$ cat src/rtl/event_stat_poller.sv
// rtl/event_stat_poller.sv - periodic Wishbone poller of event statistics counters, streamed as one framed snapshot
// Optional EVENT_STAT_POLLER_DELTA_EN: emit per-counter deltas against the previous snapshot instead of raw values.
module event_stat_poller #(
  parameter logic [12:0] BASE_ADR = 13'h0000,
  parameter int          NUM_REGS = 6,
  parameter int          INTERVAL = 100000000,
  parameter int          TIMEOUT  = 255
) (
  input  logic        wb_clk_i,
  input  logic        rst_n_i,
  input  logic        start_i,
  output logic        wb_cyc_o,
  output logic        wb_stb_o,
  output logic        wb_we_o,
  output logic [12:0] wb_adr_o,
  output logic [3:0]  wb_sel_o,
  output logic [31:0] wb_dat_o,
  input  logic [31:0] wb_dat_i,
  input  logic        wb_ack_i,
  input  logic        wb_err_i,
  input  logic        wb_rty_i,
  output logic [31:0] stat_tdata,
  output logic [2:0]  stat_tuser,
  output logic        stat_tlast,
  output logic        stat_tvalid,
  input  logic        stat_tready,
  output logic        busy_o,
  output logic [7:0]  err_count_o
);

  localparam int TW = $clog2(INTERVAL);
  localparam logic [2:0] LAST_IDX = 3'(NUM_REGS - 1);

  typedef enum logic [1:0] {IDLE, GAP, REQ, EMIT} state_t;

  state_t        state_q;
  logic [TW-1:0] timer_q, timer_d;
  logic          pending_q, pending_d;
  logic          req_now, go;
  logic [2:0]    idx_q;
  logic [9:0]    wait_q;
  logic          cyc_q, stb_q;
  logic [12:0]   adr_q;
  logic [31:0]   tdata_q;
  logic [2:0]    tuser_q;
  logic          tlast_q, tvalid_q;
  logic [7:0]    err_cnt_q;
  logic [31:0]   sample_q [NUM_REGS];
  logic          rd_fail, rd_done;
  logic [31:0]   rd_val;
  logic [2:0]    beat_idx;
  logic [31:0]   beat_raw, beat_data;
`ifdef EVENT_STAT_POLLER_DELTA_EN
  logic [31:0]   prev_q [NUM_REGS];
  logic          fail_q [NUM_REGS];
  logic          beat_fail;
`endif

  // Requests arriving while a poll runs stay latched; in IDLE they launch a poll directly.
  always_comb begin
    req_now   = (timer_q == '0) | start_i;
    timer_d   = (timer_q == '0) ? TW'(INTERVAL - 1) : timer_q - TW'(1);
    go        = (state_q == IDLE) && (pending_q || req_now);
    pending_d = (state_q == IDLE) ? 1'b0 : (pending_q | req_now);
  end

  always_ff @(posedge wb_clk_i or negedge rst_n_i) begin
    if (!rst_n_i) begin
      timer_q   <= TW'(INTERVAL - 1);
      pending_q <= 1'b0;
    end else begin
      timer_q   <= timer_d;
      pending_q <= pending_d;
    end
  end

  assign rd_fail = wb_err_i | wb_rty_i | (~wb_ack_i & (wait_q == 10'(TIMEOUT)));
  assign rd_done = wb_ack_i | rd_fail;
  assign rd_val  = rd_fail ? 32'hFFFFFFFF : wb_dat_i;

  // Next beat to load; a single-register poll takes beat 0 straight from the bus.
  always_comb begin
    beat_idx  = (state_q == EMIT) ? idx_q + 3'd1 : 3'd0;
    beat_raw  = (state_q == REQ && idx_q == 3'd0) ? rd_val : sample_q[beat_idx];
`ifdef EVENT_STAT_POLLER_DELTA_EN
    beat_fail = (state_q == REQ && idx_q == 3'd0) ? rd_fail : fail_q[beat_idx];
    beat_data = beat_fail ? 32'hFFFFFFFF : beat_raw - prev_q[beat_idx];
`else
    beat_data = beat_raw;
`endif
  end

  always_ff @(posedge wb_clk_i or negedge rst_n_i) begin
    if (!rst_n_i) begin
      state_q   <= IDLE;
      idx_q     <= 3'd0;
      wait_q    <= 10'd0;
      cyc_q     <= 1'b0;
      stb_q     <= 1'b0;
      adr_q     <= 13'd0;
      tdata_q   <= 32'd0;
      tuser_q   <= 3'd0;
      tlast_q   <= 1'b0;
      tvalid_q  <= 1'b0;
      err_cnt_q <= 8'd0;
      for (int k = 0; k < NUM_REGS; k++) begin
        sample_q[k] <= 32'd0;
`ifdef EVENT_STAT_POLLER_DELTA_EN
        prev_q[k]   <= 32'd0;
        fail_q[k]   <= 1'b0;
`endif
      end
    end else begin
      case (state_q)
        IDLE: begin
          if (go) begin
            idx_q   <= 3'd0;
            state_q <= GAP;
          end
        end
        GAP: begin
          cyc_q   <= 1'b1;
          stb_q   <= 1'b1;
          adr_q   <= BASE_ADR + 13'd16 + {8'd0, idx_q, 2'b00};
          wait_q  <= 10'd1;
          state_q <= REQ;
        end
        REQ: begin
          if (rd_done) begin
            cyc_q           <= 1'b0;
            stb_q           <= 1'b0;
            sample_q[idx_q] <= rd_val;
`ifdef EVENT_STAT_POLLER_DELTA_EN
            fail_q[idx_q]   <= rd_fail;
`endif
            if (rd_fail && err_cnt_q != 8'hFF) err_cnt_q <= err_cnt_q + 8'd1;
            if (idx_q == LAST_IDX) begin
              idx_q    <= 3'd0;
              tvalid_q <= 1'b1;
              tdata_q  <= beat_data;
              tuser_q  <= 3'd0;
              tlast_q  <= (LAST_IDX == 3'd0);
              state_q  <= EMIT;
            end else begin
              idx_q   <= idx_q + 3'd1;
              state_q <= GAP;
            end
          end else begin
            wait_q <= wait_q + 10'd1;
          end
        end
        EMIT: begin
          if (stat_tready) begin
`ifdef EVENT_STAT_POLLER_DELTA_EN
            if (!fail_q[idx_q]) prev_q[idx_q] <= sample_q[idx_q];
`endif
            if (tlast_q) begin
              tvalid_q <= 1'b0;
              tlast_q  <= 1'b0;
              state_q  <= IDLE;
            end else begin
              idx_q   <= beat_idx;
              tdata_q <= beat_data;
              tuser_q <= beat_idx;
              tlast_q <= (beat_idx == LAST_IDX);
            end
          end
        end
        default: state_q <= IDLE;
      endcase
    end
  end

  assign wb_cyc_o    = cyc_q;
  assign wb_stb_o    = stb_q;
  assign wb_we_o     = 1'b0;
  assign wb_adr_o    = adr_q;
  assign wb_sel_o    = 4'hF;
  assign wb_dat_o    = 32'd0;
  assign stat_tdata  = tdata_q;
  assign stat_tuser  = tuser_q;
  assign stat_tlast  = tlast_q;
  assign stat_tvalid = tvalid_q;
  assign busy_o      = (state_q != IDLE);
  assign err_count_o = err_cnt_q;

endmodule

$ cat config.mk
export PLATFORM = sky130hd
export DESIGN_NAME = event_stat_poller
export DESIGN_NICKNAME = d
export VERILOG_FILES = /design/src/rtl/event_stat_poller.sv
export SDC_FILE = /design/constraint.sdc
export NUM_CORES = 1
export LEC_CHECK = 0
export CAP_MARGIN = 20
export CORE_MARGIN = 2
export CORE_UTILIZATION = 30
export DETAILED_ROUTE_END_ITERATION = 6
export PLACE_DENSITY_LB_ADDON = 0.3
export SYNTH_ARGS = -nofsm -noshare
export SYNTH_HDL_FRONTEND = slang
export SYNTH_SLANG_ARGS = --single-unit
$ cat constraint.sdc
create_clock -name wb_clk_i -period 3.8 [get_ports wb_clk_i]
set_input_delay 0.57 -clock wb_clk_i [delete_from_list [all_inputs] [get_ports wb_clk_i]]
set_output_delay 0.57 -clock wb_clk_i [all_outputs]
set_load 0.01 [all_outputs]
==> out/summary.txt, run 1 <==
WL final: 34540 um
Slew headroom: 36.25%
fmax: 336.2 MHz
dpl hpwl: 21200 um
synth warn: 0
Most used DFF post-synth: dfrtp_1
H-tree levels: 2
Post-Route Skew: 0.01390 ns
Final Hold Viols: 0
root buf cell: clkbuf_16
post-layout net count: 1513
commonest non-fill, non-tap cells in the layout: 265 x dfrtp_1, 234 x nand2_1, 193 x o21ai_0
global-route wire length before repair: 56360 um
CP bufs+invs: 2
Starting Density: 30.28%
antenna violations before repair: 0
Worst Path Required: 4.19 ns
status: complete, but fails checks
Post-synth EDFFs: 0
Critical Path AT: 3.36 ns
final core occ: 36.06%
internal power: 8.673 mW
max-slew violations: 0
Switching Share: 38.42%
register area: 7159 um^2
drt via density: 4.859
critical path class: flip-flop to flip-flop
die height: 214.8 um
Setup violations, final: 0
die area: 46140 um^2
Num Clock Sinks: 285
All-Layer GR Usage: 15.05%
Post-Synthesis Cells: 1410
combinational power share: 40.8%
reg2reg setup slack: 0.83 ns
Pwr per Cell Area: 887.0 nW/um^2
Crit Path Max Fanout: 26
vias in the first global route: 9985
share of total power in sequential cells: 36.2%
Avg Inst Size Synth: 9.454 um^2
number of fill cells: 4452
max-capacitance violation count: 0
clk_lat worst skew: 0.52 ns
synthesis-to-layout area growth: 19.11%
violated checks: DRC
CTS tree: done
WL met3: 1427 um
cell area after synthesis: 13330 um^2
total setup buffers inserted after CTS: 0
Worst Tran Pin Value: 0.9562 ns
CP peak stage delay: 0.71 ns
core region area: 44030 um^2
Clk network pwr share: 23.0%
Routability Congestion: 0.7802
WL met1: 16760 um
DR top layer: met4
post-CTS sizing: 0
Antenna Nets Post-Route: 0
RSZ-0062 raised after global routing: false
CTS Buf Count: 35
Worst path top cell family by delay: simple AND/OR/NAND/NOR gates
part of the cycle the worst path needs: 78.27%
Post-route DRC: 2
via count: 10120
worst-case clock buffer depth: 3
Max stage delay cell, worst path: and3_2
Critical Path End Type: flip-flop
Synth cell types: 61
Max VDD drop: 475.2 uV
Clock transition at path regs: 0.05 ns
remaining global-route overflow: 0
async set-reset flop share out of synthesis: 100.0%
CP startpoint kind: flip-flop
drt first pass iters: 7
Hold WC Path Type: input pin to asynchronous set/reset pin
number of I/O port buffers: 90
NetSw: 5.411 mW
standard-cell rows: 77
met2 wire len: 15650 um
die width: 214.8 um
Leakage Power: 6.873 nW
commonest non-fill, non-tap cell in the layout: dfrtp_1
layout cells sized above 1: 10.27%
Seq cells post-synth: 285
Critical Path, Cell by Cell: inv_1 -> ha_1 -> and3_2 -> buf_4 -> a22oi_1 -> a221oi_1 -> o21ai_0
Setup TNS Final: 0 ns
Multi-input gate area: 5612 um^2
Antenna diodes: 0
Starting DRT DRC Count: 732
Wirelength per Cell: 16.59 um
I/O pin total: 137
minimum clock period: 2.974 ns
post-synthesis sequential area ratio: 53.68%
cts hold-fix bufs: 0
largest net degree at the start of global routing: 86
==> per-stage QoR <==
| stage | hold WS, ns | setup slack (ns) | power [mW] | area, um^2 | instances |
|---|---|---|---|---|---|
| after floorplan | 0.2744 | 1.292 | 8.893 | 13500 | 1454 |
| after global placement | 0.4441 | 0.7715 | 10.79 | 14770 | 2022 |
| after detailed placement | 0.4508 | 0.7021 | 10.94 | 14770 | 2022 |
| after CTS | 0.08821 | 0.8078 | 14.24 | 15880 | 2082 |
| after global routing | 0.1258 | 0.6677 | 15.20 | 15880 | 2082 |
| final | 0.03348 | 0.8258 | 14.08 | 15880 | 2082 |
==> path summary, 6_finish.rpt <==
path | cells past startpoint | from | end
max | 7 | idx_q[1]$_DFFE_PN0P_ | stat_tdata[20]$_DFFE_PN0P_
min | 1 | rst_n_i | timer_q[8]$_DFF_PN0_
max reg2reg | 7 | idx_q[1]$_DFFE_PN0P_ | stat_tdata[20]$_DFFE_PN0P_
min reg2reg | 1 | timer_q[0]$_DFF_PN1_ | timer_q[0]$_DFF_PN1_
max in group asynchronous | 2 | rst_n_i | stat_tdata[16]$_DFFE_PN0P_
min in group wb_clk_i | 1 | timer_q[0]$_DFF_PN1_ | timer_q[0]$_DFF_PN1_
==> area by class of cell <==
cell class	instances	share of cell area (%)
Timing Repair Buffer	119	7.707
Clock buffer	54	6.612
Multi-Input combinational cell	1017	35.34
Clock inverter	6	0.3704
Tap cell	592	4.665
Inverter	9	0.2128
Sequential cell	285	45.09
==> power by group through the flow <==
stage / sequential (mW) / combinational [mW] / clock (mW)
floorplan: 5.01 / 3.88 / 0
global placement: 5.11 / 5.68 / 0
detailed placement: 5.16 / 5.78 / 0
CTS: 5.11 / 5.81 / 3.32
global route: 5.28 / 6.46 / 3.46
finish: 5.10 / 5.74 / 3.24
==> synth_stat cells, types with 6 or more instances <==
library cell	count	area [um^2]
mux2i_1	35	350.3
ha_1	7	87.58
o21ai_0	193	965.9
nor2_1	156	585.6
a21oi_1	76	380.4
buf_2	24	120.1
or3_1	7	43.79
o31ai_1	6	45.04
a22oi_1	31	232.7
nor4_1	11	68.82
nor3_1	40	200.2
xnor2_1	19	166.4
and3_1	6	37.54
nand2_1	235	882.1
dfstp_2	19	499.2
nand4_1	8	50.05
buf_4	48	360.4
clkbuf_1	64	240.2
dfrtp_1	266	6656
xor2_1	8	70.07
a221oi_1	31	271.5
mux2_2	36	405.4
nand3_1	12	60.06
inv_1	9	33.78
buf_1	7	26.28
==> flip-flops by register name, summed over array words and instances (netlist names), 3 cells and up <==
signal       count
err_count_o      8
idx_q            3
sample_q       192
stat_tdata      32
stat_tuser       3
timer_q         27
wait_q          10
wb_adr_o         4
==> per-layer routing <==
layer  vias to the layer above  track usage, %
met3                        39           2.420
met1                      4943           21.49
met2                       210           23.55
li1                       4925               -
met5                         -               0
met4                         0           4.306
==> cells by family after synthesis <==
kind of cell,share of synthesized area (%)
multiplexers,5.669
other,0.05634
XOR/XNOR,1.774
buffers and inverters,5.857
AO/OA/AOI/OAI,16.57
adder cells (fa/ha/maj),0.6570
flip-flops,53.68
AND/OR/NAND/NOR,15.74
Power figures use the tool's default switching activity.
==> run 2: changes to the inputs <==
clock period = 2.4 ns   (was 3.8 ns; I/O delays follow)
==> out/summary.txt, run 2 (synthesis gave the netlist of run 1 again) <==
die height: 214.8 um
Max stage delay cell, worst path: or4b_4
Worst Path Required: 2.86 ns
reg2reg setup slack: 0.13 ns
worst-case clock buffer depth: 3
register area: 7162 um^2
number of I/O port buffers: 90
status: complete, no violations
commonest non-fill, non-tap cell in the layout: dfrtp_1
max-slew violations: 0
core region area: 44030 um^2
number of fill cells: 4441
die area: 46140 um^2
post-layout net count: 1578
Final Hold Viols: 0
max-capacitance violation count: 0
# placed instances: 2084
WL final: 35620 um
Wirelength per Cell: 16.59 um
via count: 10390
CTS tree: done
Top reg by flops: sample_q
die width: 214.8 um
max FFs per register: 192
Leakage Power: 7.252 nW
Num Clock Sinks: 285
Critical Path, Cell by Cell: ha_4 -> or4b_4 -> o31ai_4 -> buf_12 -> o2111a_2 -> buf_12 -> nor2_1 -> a21oi_1
Post-Route Skew: 0.02498 ns
minimum clock period: 2.270 ns
Critical Path AT: 2.73 ns
stages on the worst setup path: 8
part of the cycle the worst path needs: 94.60%
dpl hpwl: 23000 um
Hold WC Path Type: input pin to asynchronous set/reset pin
Critical Path End Type: flip-flop
Setup violations, final: 0
cell mode on critical path: buf_12
CP peak stage delay: 0.48 ns
vias in the first global route: 10500
CP startpoint kind: flip-flop
drt via density: 4.837
Crit Path Max Fanout: 20
fmax: 440.4 MHz
CP bufs+invs: 2
Multi-input gate area: 5624 um^2
remaining global-route overflow: 0
synthesis-to-layout area growth: 24.49%
Max VDD drop: 708.0 uV
Antenna diodes: 0
H-tree levels: 2
Worst path top cell family by delay: compound AO/OA/AOI/OAI gates
final instance area: 16590 um^2
largest net degree at the start of global routing: 69
Clock transition at path regs: 0.06 ns
Post-route DRC: 0
clk_lat worst skew: 0.54 ns
layout cells sized above 1: 14.15%
I/O pin total: 137
Antenna Nets Post-Route: 0
drt first pass iters: 5
Routability Congestion: 0.7885
critical path class: flip-flop to flip-flop
Worst Tran Pin Value: 0.5887 ns
Starting DRT DRC Count: 664
standard-cell rows: 77
Pwr per Cell Area: 1424 nW/um^2
DP Area: 15440 um^2
Slew headroom: 60.76%
All-Layer GR Usage: 15.62%
worst r2r path cells: 8
root buf cell: clkbuf_16
fin cells: 2147
commonest non-fill, non-tap cells in the layout: 263 x dfrtp_1, 234 x nand2_1, 193 x o21ai_0
CTS Buf Count: 34
Starting Density: 30.28%
antenna violations before repair: 0
global-route wire length before repair: 58120 um
[run 2: final timing paths]
kind	start	end
worst max-delay path	wait_q[0]$_DFFE_PN0P_	sample_q[87]$_DFFE_PN0P_
worst min-delay path	rst_n_i	state_q[1]$_DFFE_PN0P_
worst max register to register	wait_q[0]$_DFFE_PN0P_	sample_q[87]$_DFFE_PN0P_
worst min register to register	timer_q[0]$_DFF_PN1_	timer_q[0]$_DFF_PN1_
max in group asynchronous	rst_n_i	stat_tdata[17]$_DFFE_PN0P_
min in group wb_clk_i	timer_q[0]$_DFF_PN1_	timer_q[0]$_DFF_PN1_
[run 2: repair_timing]
item / CTS / global route
buffers inserted: 0 / 2
hold buffers: 1 / 0
setup endpoints to repair: 0 / 33
endpoints found under the hold margin: 56 / 0
gates resized for setup: 0 / 6
[run 2: final cells by class]
type	instances	share of cell area [%]
multi-input combinational	1017	33.89
clock buffer	49	5.896
tap	592	4.464
timing repair buffer	185	11.78
clock inverter	10	0.6032
sequential	285	43.16
inverter	9	0.2036
[run 2: where the power goes]
part | internal (mW) | total [mW] | switching, mW
registers | 6.85 | 8.04 | 1.19
clock network | 2.95 | 5.01 | 2.05
logic | 4.93 | 10.6 | 5.66
[run 2: metrics by stage]
stage          power, mW  setup WS [ns]  utilization [%]  hold WS (ns)  TNS [ns]
3_5_place_dp       18.74        -0.1404            35.07        0.3762    -17.04
5_1_grt            25.48       -0.01371            37.69        0.4450  -0.01841
2_1_floorplan      14.09      -0.005136                -       0.06441  -0.06675
6_report           23.63         0.1295            37.69        0.4192         0
4_1_cts            23.88       0.008882            37.54        0.4220         0
3_3_place_gp       18.50       -0.08976            35.07        0.3700    -10.87
[run 2: metal layers]
metal  share of wire [%]  GRT usage (%)  vias to the layer above
met5                   0              0                        -
met4                 2.2          4.884                        0
met3                 4.8          3.454                       49
met2                  46          24.67                      201
met1                  47          21.36                     5077
li1                    -              -                     5059
==> RTL change 1 (config.mk and constraints of run 2) <==
Change the parameter `INTERVAL` from 100000000 to 200000000.
--- a/src/rtl/event_stat_poller.sv
+++ b/src/rtl/event_stat_poller.sv
@@ -3,7 +3,7 @@
 module event_stat_poller #(
   parameter logic [12:0] BASE_ADR = 13'h0000,
   parameter int          NUM_REGS = 6,
-  parameter int          INTERVAL = 100000000,
+  parameter int          INTERVAL = 200000000,
   parameter int          TIMEOUT  = 255
 ) (
   input  logic        wb_clk_i,
Formal check against the unedited RTL: no difference found for any inputs over 4 cycles, from zero or initial values and one cycle with rst_n_i low; that may be too few to reach the edited logic, so the function may still have changed.
==> RTL change 1 against run 2 <==
Sequential power is 2.5% lower; critical path type unchanged; sequential cell count is 1 higher; synthesized area is 0.58% lower; die area shrank 0.57%; cell area decreased by 1.7%; worst setup slack worse by 58 ps; routed wire length rose by 0.15%; total power is 11% lower.
==> RTL change 1: results (changes against run 2) <==
Outcome
The run finished with clean final reports.

Global route
The global-route total usage across every layer is 15.5% (-0.16 points). The maximum number of pins on one net before global-route repair is 66 (-4.3%). The global-route wire length before repair is 57900 µm (-0.37%). The global-route met3 utilization is 2.13% (-1.3 points).

The global routing met1 resource utilization is 22.1% (+0.71 points).

Logic synthesis
In the synthesized netlist, the cells that appear most often are 271 x sky130_fd_sc_hd__nand2_1, 266 x sky130_fd_sc_hd__dfrtp_1, 191 x sky130_fd_sc_hd__nor2_1. After synthesis, the cell types taking the most area are sky130_fd_sc_hd__dfrtp_1 50%, sky130_fd_sc_hd__nand2_1 7.7%, sky130_fd_sc_hd__nor2_1 5.4%. The average size of a mapped cell is 9.33 µm² (-1.3%). The proportion of synthesized chip area in sequential cells is 54.2% (+0.51 points).

Pwr
The power dissipated in combinational cells is 8.20 mW (-23%). The sequential power is 7.84 mW (-2.5%). The worst supply voltage drop on vdd is 0.556 mV (-21%). The power density of the placed cells came to 1290 mW/mm² (-9.3%).

Clock tree
The insertion delay to the later sink of the worst-skew pair is 570 ps (+30 ps).

Routing
The met1 wire length is 16900 µm (+0.49%). The total vias in the final route is 10400 (+0.51%). The count of routing violations after the opening detailed-route iteration was 725 (+9.2%).

The total length of routed met3 wires is 1640 µm (-4.3%). The post-detailed-route wirelength per cell is 16.7 µm (+0.52%).

Setup path
The data arrival time of the worst path is 2790 ps (+60 ps). The maximum fanout along the worst path is 8 (-60%). On the critical path the largest part of the delay comes from simple AND/OR/NAND/NOR gates. The startpoint of the most critical register-to-register path is timer_q[1]$_DFF_PN1_. The worst-path cell with the longest stage delay is sky130_fd_sc_hd__or4_4.

Place
The placed cell count is 2078 (-0.29%). The estimated wirelength of the detail-placed design is 23000 µm (about the same). The weighted congestion at the end of routability-driven global placement was 0.757 (-4.1%). The total placed instance area came to 0.0151 mm² (-1.9%).

Final layout
The final net count came to 1569 (-0.57%). The share of post-route cells with drive strength above 1 is 12.2% (-2.0 points).

Timing
The largest clock skew in the final design came to 14.4 ps (-10.6 ps).
RTL change 1: cell count changes after synthesis, moves of 23 or more:
| cell | change |
|---|---|
| sky130_fd_sc_hd__o31ai_1 | +27 |
| sky130_fd_sc_hd__a22oi_1 | -31 |
| sky130_fd_sc_hd__a21oi_1 | +23 |
| sky130_fd_sc_hd__a221oi_1 | -31 |
| sky130_fd_sc_hd__nor2_1 | +35 |
| sky130_fd_sc_hd__o21ai_0 | -83 |
| sky130_fd_sc_hd__o22a_1 | +31 |
| sky130_fd_sc_hd__a31oi_1 | +67 |
| sky130_fd_sc_hd__nand2_1 | +36 |
| sky130_fd_sc_hd__nor3_1 | -31 |
| sky130_fd_sc_hd__mux2_2 | -32 |
RTL change 1: per-stage QoR:
stage          TNS, ps  worst slack [ps]  hold slack, ps
4_1_cts              0              48.1             363
3_3_place_gp      -283             -30.0             368
6_report             0              71.5             355
2_1_floorplan        0              49.3            64.4
5_1_grt           -170             -39.3             390
3_5_place_dp      -833             -58.8             379
RTL change 1: cell families after synthesis:
| kind of cell | after synthesis | synth area share [%] |
|---|---|---|
| flip-flops | 286 | 54.2 |
| AO/OA/AOI/OAI | 364 | 16.8 |
| AND/OR/NAND/NOR | 537 | 17.0 |
| buffers and inverters | 153 | 6.14 |
| XOR/XNOR | 28 | 1.85 |
| adder cells (fa/ha/maj) | 7 | 0.661 |
| multiplexers | 43 | 3.29 |
| other | 2 | 0.0567 |
RTL change 1: how the worst max path moves through the flow:
stage / start / to / slack (ps) / cells past startpoint
2_1_floorplan: wait_q[0]$_DFFE_PN0P_ / stat_tuser[1]$_DFFE_PN0P_ / 50 / 8
3_3_place_gp: wb_ack_i / stat_tdata[19]$_DFFE_PN0P_ / -30 / 6
3_5_place_dp: wb_ack_i / stat_tdata[16]$_DFFE_PN0P_ / -60 / 7
4_1_cts: state_q[0]$_DFFE_PN0P_ / busy_o / 50 / 4
5_1_grt: timer_q[1]$_DFF_PN1_ / idx_q[2]$_DFFE_PN0P_ / -40 / 8
6_report: timer_q[1]$_DFF_PN1_ / idx_q[2]$_DFFE_PN0P_ / 70 / 8
RTL change 1: final cells by class:
class | instances | area, µm² | share of cell area [%]
flip-flops and latches | 286 | 7180 | 44.1
well taps | 592 | 741 | 4.54
clock inverters | 15 | 189 | 1.16
multi-input cells | 1025 | 5520 | 33.8
inverters | 8 | 30.0 | 0.184
repair buffers | 171 | 1760 | 10.8
clock buffers | 42 | 887 | 5.44
RTL change 1: what timing repair did:
| action | 4_1_cts | 5_1_grt |
|---|---|---|
| pin swaps | 0 | 3 |
| setup endpoints to repair | 1 | 51 |
| resized for setup | 1 | 13 |
| endpoints found under the hold margin | 45 | 0 |
| setup buffers | 0 | 3 |
| hold buffers | 1 | 0 |
==> RTL change 2 (config.mk and constraints of run 2) <==
Without the edit above. Reset style: synchronous (`rst_n_i`), changed in 2 clocked blocks.
--- a/src/rtl/event_stat_poller.sv
+++ b/src/rtl/event_stat_poller.sv
@@ -64,7 +64,7 @@
     pending_d = (state_q == IDLE) ? 1'b0 : (pending_q | req_now);
   end
 
-  always_ff @(posedge wb_clk_i or negedge rst_n_i) begin
+  always_ff @(posedge wb_clk_i) begin
     if (!rst_n_i) begin
       timer_q   <= TW'(INTERVAL - 1);
       pending_q <= 1'b0;
@@ -90,7 +90,7 @@
 `endif
   end
 
-  always_ff @(posedge wb_clk_i or negedge rst_n_i) begin
+  always_ff @(posedge wb_clk_i) begin
     if (!rst_n_i) begin
       state_q   <= IDLE;
       idx_q     <= 3'd0;
Function: differs if rst_n_i is asserted again (counterexample within 4 cycles, from zero or initial values and one cycle with rst_n_i low); with rst_n_i held inactive, the same outputs for 4 cycles.
==> RTL change 2 against run 2 <==
Critical path depth decreased by 1; global-route usage down 0.66 points; synthesized area rose by 17%; sequential share of layout area is 6.2 points higher; cell area is 17% higher; routed wire length up 15%; cell count rose by 4.3%; worst setup slack worse by 72 ps; sequential cell count is 64 higher.
Power is not compared: it rests on default switching activity, and its combinational part moved more than twofold at a synthesized area within 25%.
==> RTL change 2: results (changes against run 2) <==
Outcome
The flow ran to the end, and the final reports show no timing, DRC or antenna violations.

Final layout
The cell area after layout is 0.0194 mm² (+17%). The number of flip-flops under the largest register name is 256 (+33%). The clock buffer and inverter area fraction after layout is 6.47% (-0.032 points). The number of non-clock inverters is 40 (+31). The sequential cell area share is 49.3% (+6.2 points).

The number of filler cells placed in the layout is 4967 (+12%). The multi-input logic portion of the cell area is 28.3% (-5.5 points). The final net count is 1575 (-0.19%). The buffer share of cell area is 10.7% (-1.1 points). The share of post-route cells with drive strength above 1 came to 13.1% (-1.1 points).

The buffer count excluding the clock tree in the final layout is 189 (+2.2%). The count of multi-input combinational gates is 909 (-11%).

Setup path
The data arrival time of the worst path was 2590 ps (-140 ps). On the critical path, the stage with the largest delay is an instance of sky130_fd_sc_hd__o31a_1. The worst register-to-register path ends at sample_q[4][13]$_SDFFCE_PN0P_. The largest stage delay on the critical path is 390 ps (-90 ps). The maximum fanout along the worst path was 22 (+10%). The startpoint of the most critical register-to-register path is wait_q[9]$_SDFFE_PN0P_. The cell count of the worst reg-to-reg path is 7 (-1). The reg2reg setup slack was 60 ps (-70 ps).

Timing
The largest clock skew in the final design came to 19.0 ps (-6.01 ps). The worst hold margin was 380 ps (-39.2 ps). The slew at the pin with the worst max-slew slack is 589 ps (+0.324 ps).

Clock tree
The number of CTS-inserted buffers is 40 (+18%). The total clock sinks is 349 (+22%).

Routing
The total vias in the final route was 10800 (+4.1%). The post-detailed-route wirelength per cell is 18.2 µm (+9.9%). The count of routing violations after the opening detailed-route iteration is 815 (+23%).

Global route
The via count of the first global-routing pass is 10400 (-1.4%). The global-route total usage across every layer is 15.0% (-0.66 points).

Logic synthesis
The xor/xnor share of the synthesized area is 1.57% (-0.21 points). The proportion of synthesized chip area in sequential cells is 61.1% (+7.4 points). By count the netlist is led by 257 x sky130_fd_sc_hd__nor2_1, 256 x sky130_fd_sc_hd__edfxtp_1, 129 x sky130_fd_sc_hd__a211oi_1. The mux cell area share after synthesis is 4.35% (-1.3 points). Ranked by total cell area, the synthesized netlist is headed by sky130_fd_sc_hd__edfxtp_1 49%, sky130_fd_sc_hd__dfxtp_1 12%, sky130_fd_sc_hd__a211oi_1 6.2%. The number of library cell types mapped by synthesis came to 58 (-4.9%). The number of enable flip-flop cells after synthesis is 256 (+256). The synthesized-area fraction occupied by adder cells is 0.560% (-0.097 points).

Place
The weighted congestion at the end of routability-driven global placement is 0.775 (-1.7%).
-- RTL change 2: worst max-delay path by stage --
stage                                       from                             to
after floorplan           wait_q[9]$_SDFFE_PN0P_       sample_q[6][0]$_DFFE_PP_
after global placement                  wb_rty_i  sample_q[4][12]$_SDFFCE_PN0P_
after detailed placement                wb_rty_i  sample_q[4][13]$_SDFFCE_PN0P_
after CTS                 wait_q[9]$_SDFFE_PN0P_   sample_q[0][2]$_SDFFCE_PN0P_
after global routing      wait_q[9]$_SDFFE_PN0P_    stat_tdata[16]$_SDFFE_PN0P_
final                     wait_q[9]$_SDFFE_PN0P_  sample_q[4][13]$_SDFFCE_PN0P_
-- RTL change 2: stage by stage --
step                setup WS [ps]  util [%]
global placement             -103      35.1
detailed placement           -104      35.1
floorplan                    19.9         -
CTS                          1.76      37.6
global route                 1.98      37.7
finish                       57.8      37.7
-- RTL change 2: worst register-to-register path: stages (launching register included) --
cell	delay [ps]
sky130_fd_sc_hd__dfxtp_1	320
sky130_fd_sc_hd__or2_1	310
sky130_fd_sc_hd__o31a_1	390
sky130_fd_sc_hd__nor3_4	230
sky130_fd_sc_hd__nand4_1	270
sky130_fd_sc_hd__buf_12	220
sky130_fd_sc_hd__nand2_4	90
sky130_fd_sc_hd__buf_12	210
-- RTL change 2: where the power goes --
part | total, mW | leakage [nW] | internal, mW | switching (mW)
clock | 5.85 | 0.617 | 3.43 | 2.42
combinational | 0.912 | 3.29 | 0.354 | 0.558
sequential | 6.67 | 3.33 | 6.61 | 0.0578
total | 13.4 | 7.24 | 10.4 | 3.04
-- RTL change 2: per-layer routing --
layer	up-vias	track usage, %	routed length (µm)
li1	5209	-	-
met1	5296	20.1	18600
met2	251	24.5	19300
met3	51	2.64	2090
met4	0	4.69	834
met5	-	0	0
